`src/rtl/mux_arb_pkg.sv`:
```
// Shared definitions for the round-robin mux arbiter: state encoding, source
// count, index width and the rotating priority search.
package mux_arb_pkg;

   localparam int NUM_SRC = 4;
   localparam int IDX_W   = 2;

   typedef enum logic [1:0] {
      ST_IDLE = 2'd0,
      ST_BUSY = 2'd1,
      ST_GAP  = 2'd2
   } state_t;

   typedef struct packed {
      logic             found;
      logic [IDX_W-1:0] idx;
   } pick_t;

   // Search from last+1 upward with wrap; the previous owner is looked at last.
   // Walking the offsets from farthest to nearest lets the nearest hit win
   // without an early exit.
   function automatic pick_t rr_pick(input logic [NUM_SRC-1:0] req,
                                     input logic [IDX_W-1:0]   last);
      pick_t            p;
      logic [IDX_W-1:0] idx;
      p.found = 1'b0;
      p.idx   = last;
      for (int k = NUM_SRC; k >= 1; k--) begin
         idx = last + IDX_W'(k);
         if (req[idx]) begin
            p.found = 1'b1;
            p.idx   = idx;
         end
      end
      return p;
   endfunction

endpackage

```
`src/rtl/mux4to1.sv`:
```
// Gate-level 4:1 bit multiplexer; {s0,s1} is the select index with s0 as MSB.
module mux4to1 (
   input  wire i0,
   input  wire i1,
   input  wire i2,
   input  wire i3,
   input  wire s0,
   input  wire s1,
   output wire y
);

   wire s0_n, s1_n;
   wire t0, t1, t2, t3;

   not u_n0 (s0_n, s0);
   not u_n1 (s1_n, s1);

   and u_a0 (t0, i0, s0_n, s1_n);
   and u_a1 (t1, i1, s0_n, s1);
   and u_a2 (t2, i2, s0,   s1_n);
   and u_a3 (t3, i3, s0,   s1);

   or  u_o  (y, t0, t1, t2, t3);

endmodule

```
`src/rtl/mux4_rr_arbiter.sv`:
```
// Round-robin arbiter sharing one mux4to1 among four requesters.
// Optional hold timeout with forced eviction: define MUX_ARB_HOLD_TIMEOUT_EN.
module mux4_rr_arbiter
   import mux_arb_pkg::*;
#(
   parameter int MAX_HOLD = 8
) (
   input  logic       clk,
   input  logic       rst,
   input  logic [3:0] req,
   input  logic       i0,
   input  logic       i1,
   input  logic       i2,
   input  logic       i3,
   output logic [3:0] gnt,
   output logic       s0,
   output logic       s1,
   output logic       busy,
   output logic       evict,
   output logic       y
);

   if (MAX_HOLD < 2) begin : g_bad_max_hold
      $error("mux4_rr_arbiter: MAX_HOLD must be at least 2");
   end

   state_t           state, state_n;
   logic [3:0]       gnt_n;
   logic [IDX_W-1:0] sel, sel_n;
   logic [IDX_W-1:0] last, last_n;
   pick_t            pick;
   logic             mux_y;

`ifdef MUX_ARB_HOLD_TIMEOUT_EN
   localparam int HOLD_W = $clog2(MAX_HOLD);
   logic [HOLD_W-1:0] hold, hold_n;
   logic              evict_q, evict_n;
`endif

   assign pick = rr_pick(req, last);

   always_comb begin
      // NOTE: every variable gets a default before the case so no path leaves
      // one unassigned, which would otherwise infer a latch.
      state_n = state;
      gnt_n   = gnt;
      sel_n   = sel;
      last_n  = last;
`ifdef MUX_ARB_HOLD_TIMEOUT_EN
      hold_n  = hold;
      evict_n = 1'b0;
`endif
      case (state)
         ST_IDLE, ST_GAP: begin
            gnt_n = '0;
            if (pick.found) begin
               state_n         = ST_BUSY;
               gnt_n[pick.idx] = 1'b1;
               sel_n           = pick.idx;
               last_n          = pick.idx;
`ifdef MUX_ARB_HOLD_TIMEOUT_EN
               hold_n          = '0;
`endif
            end else begin
               state_n = ST_IDLE;
            end
         end
         ST_BUSY: begin
            if (!(|(req & gnt))) begin
               state_n = ST_GAP;
               gnt_n   = '0;
            end
`ifdef MUX_ARB_HOLD_TIMEOUT_EN
            else if (hold == HOLD_W'(MAX_HOLD - 1)) begin
               // last already names the evicted source, so it is searched last.
               state_n = ST_GAP;
               gnt_n   = '0;
               evict_n = 1'b1;
            end else begin
               hold_n = hold + HOLD_W'(1);
            end
`endif
         end
         default: begin
            state_n = ST_IDLE;
            gnt_n   = '0;
         end
      endcase
   end

   always_ff @(posedge clk) begin
      // NOTE: state registers use non-blocking assignments so every flop
      // samples pre-edge values regardless of statement order.
      if (rst) begin
         state <= ST_IDLE;
         gnt   <= '0;
         sel   <= '0;
         last  <= IDX_W'(NUM_SRC - 1);
      end else begin
         state <= state_n;
         gnt   <= gnt_n;
         sel   <= sel_n;
         last  <= last_n;
      end
   end

`ifdef MUX_ARB_HOLD_TIMEOUT_EN
   always_ff @(posedge clk) begin
      if (rst) begin
         hold    <= '0;
         evict_q <= 1'b0;
      end else begin
         hold    <= hold_n;
         evict_q <= evict_n;
      end
   end

   assign evict = evict_q;
`else
   assign evict = 1'b0;
`endif

   assign busy = (state == ST_BUSY);
   assign s0   = sel[1];
   assign s1   = sel[0];

   mux4to1 u_mux (
      .i0 (i0),
      .i1 (i1),
      .i2 (i2),
      .i3 (i3),
      .s0 (s0),
      .s1 (s1),
      .y  (mux_y)
   );

   // Gating with busy keeps y at 0 through GAP and IDLE while selects hold.
   assign y = mux_y & busy;

endmodule

```
`config.mk`:
```
export PLATFORM = sky130hd
export DESIGN_NAME = mux4_rr_arbiter
export DESIGN_NICKNAME = d
export VERILOG_FILES = /design/src/rtl/mux_arb_pkg.sv /design/src/rtl/mux4to1.sv /design/src/rtl/mux4_rr_arbiter.sv
export SDC_FILE = /design/constraint.sdc
export NUM_CORES = 1
export LEC_CHECK = 0
export ABC_AREA = 1
export CAP_MARGIN = 20
export CORE_ASPECT_RATIO = 0.9
export CORE_MARGIN = 1
export CORE_UTILIZATION = 41
export DETAILED_ROUTE_END_ITERATION = 7
export PLACE_DENSITY = 0.81
export SYNTH_ARGS = -nofsm -noshare
export SYNTH_HDL_FRONTEND = slang
export SYNTH_HIERARCHICAL = 1
export SYNTH_SLANG_ARGS = --single-unit
```
`constraint.sdc`:
```
create_clock -name clk -period 1.5 [get_ports clk]
set_clock_uncertainty 0.15 [all_clocks]
set_input_delay 0.3 -clock clk [delete_from_list [all_inputs] [get_ports clk]]
set_output_delay 0.3 -clock clk [all_outputs]
set_load 0.01 [all_outputs]
```
==> flow_summary.toml <==
[status]
status = "finished with violations"
violations = "negative setup slack"

[synth]
async_flop_share = 0
avgSynthCellArea_um2 = 6.01
synth_top_area_share = 0.297
ys_warn_count = 6
synth_ff_type = "dfxtp_1"
ys_ff_latch = 10
yosys-top-cells-count = "40 x nand2_1, 18 x inv_1, 11 x nand2_2, 10 x dfxtp_1, 7 x nand3_1"
synth_area_um2 = 673
yosysSeqAreaShare = 0.297
synth_edf_count = 0
synth_area_leaders = "dfxtp_1 30%, nand2_1 22%, nand2_2 10%"
synth_nets = 122
post-synth-top-count-cell = "nand2_1"
syn_inst = 112
synthDistinctLibCells = 20
yosys.area.top_type = "dfxtp_1"

[finish]
regArea_um2 = 208
multiInputGateArea_um2 = 494
area_delta_synth_final_pct = 68.6
instances_no_fill = 165
fin_area_um2 = 1130
fin_nets = 154
nFillCells = 98
diodes = 0
drive_gt1_frac = 0.441

[clocking]
cts.root.buffer_cell = "clkbuf_4"
clockBufferDepth = 2
clk_pin_slew_ns = 0.07
htreeDepth = 1
cts_tree = "done"
clk_latency_ns = 0.28
cts.sinks = 10
cts_made_buffers = 3

[power_and_ir_drop]
peakVddDrop_v = 0.00108
power.density_nw_per_um2 = 1610
p_leak_uw = 0.000651

[min_path]
whs_path_depth = 2
hp-class = "flop to flop"
min_from = "gnt[3]"

[global_route]
grt_usage = 0.194
grt_pass1_vias = 586
grt_max_degree = 10
grt-ovfl-total = 0
antenna_found_initial = 0
grt_pass1_wl_um = 2380

[setup_path]
endpoint_kind = "output port"
start_kind = "flop"
r2r-start = "last[0]"
critPathMaxFanout = 4
required_ns = 1.05
worst-r2r-cell-count = 14
crit_start = "sel[0]"
path_class = "flop to output port"
critPathArrivalTime_ns = 1.14

[placement]
portBuffers = 17
placed_area_um2 = 951
hpwl_um = 1250
post-place-ws_ns = -0.597
dp_cells = 160
place.gp.congestion = 0.799

[routing]
first_iter_violations = 23
drt-total-wl_um = 2120
vias_per_cell = 5.13
final_antenna_net_count = 0
num_vias = 846
firstDrtPassIters = 4
wl_per_cell_um = 12.8
drc = 0

[sta]
period_share = 1.06
min_period_ns = 1.59
max_freq_ghz = 0.628
finalMaxSlewViolations = 0
setup_ws_ns = -0.0927
hold_violations = 0
setup_violations = 7
rsz0062_at_grt = "true"

[job]
maxCapViolCount = 0

[floorplan]
die_w_um = 44.7
coreArea_um2 = 1500
initial_core_util = 0.450
fp.dieH_um = 40.4
dieArea_um2 = 1810
io-pin-count = 19
num_rows = 13
## worst paths after layout
kind	end	slack (ns)
setup / recovery	y	-0.09
hold / removal	gnt[3]	0.33
setup reg to reg	sel[0]	-0.06
hold reg to reg	gnt[3]	0.33
## cell usage in the layout (no fill, tap or decap), types with 3 or more instances in the layout
cell / instances
dlygate4sd2_1: 8
a21oi_1: 6
dfxtp_1: 6
dfxtp_2: 3
inv_2: 6
nand4_1: 3
nand2_2: 13
buf_4: 12
clkbuf_4: 3
dlymetal6s2s_1: 4
inv_1: 15
nand2_1: 26
nand2_4: 12
nand3_2: 4
## worst max-delay path, stage by stage, from the launching register on
cell and delay, ns:
dfxtp_4 0.37, inv_2 0.05, nand2_1 0.06, nand3_1 0.08
nand2_1 0.07, inv_1 0.03, nor2_1 0.08, buf_2 0.13
## area by class of cell
type | instances | share of cell area
Inverter | 23 | 0.0871
Timing Repair Buffer | 30 | 0.238
Multi-Input combinational cell | 76 | 0.436
Sequential cell | 10 | 0.183
Tap cell | 22 | 0.0243
Clock buffer | 4 | 0.0320
## metal layers
metal  up-vias  track usage  routed length (um)
met1       377        0.217                 777
met4         0       0.0909                  69
li1        401            -                   -
met2        55        0.338                1080
met3        13       0.0676                 192
met5         -            0                   0
## report_power, final
group,internal (uW),switching [uW],total [uW],leakage [uW]
sequential,346,59.2,406,0.0000829
clock,148,97.6,245,0.0000210
combinational,490,686,1180,0.000547
total,984,843,1830,0.000651
## state kept, by name (all words and copies together) (netlist names)
signal and cells:
state 2, gnt 4, sel 2, last 2
## repair_timing
action / CTS / global route
cloned: 0 / 0
buffers inserted: 0 / 1
hold buffers: 0 / 0
pin swaps: 2 / 13
endpoints found under the setup margin: 16 / 10
gates resized for setup: 23 / 44
endpoints found under the hold margin: 0 / 0
## cells by family (layout without fill, tap and decap cells)
family          Yosys count  in the layout  share of synthesized area
simple gates             67             67                      0.457
compound gates            8              8                     0.0669
other cells               1              1                    0.00557
flops                    10             10                      0.297
buf+inv                  26             57                      0.173
## through the flow
stage | setup TNS (ns) | util | power, uW | hold WS, ns
2_1_floorplan | 0 | - | 929 | 0.348
3_3_place_gp | -3.39 | 0.635 | 1250 | 0.320
3_5_place_dp | -3.61 | 0.635 | 1280 | 0.326
4_1_cts | -0.172 | 0.651 | 1500 | 0.334
5_1_grt | -0.944 | 0.758 | 1940 | 0.350
6_report | -0.328 | 0.758 | 1830 | 0.332
No activity file was read; power rests on OpenSTA's default activity.
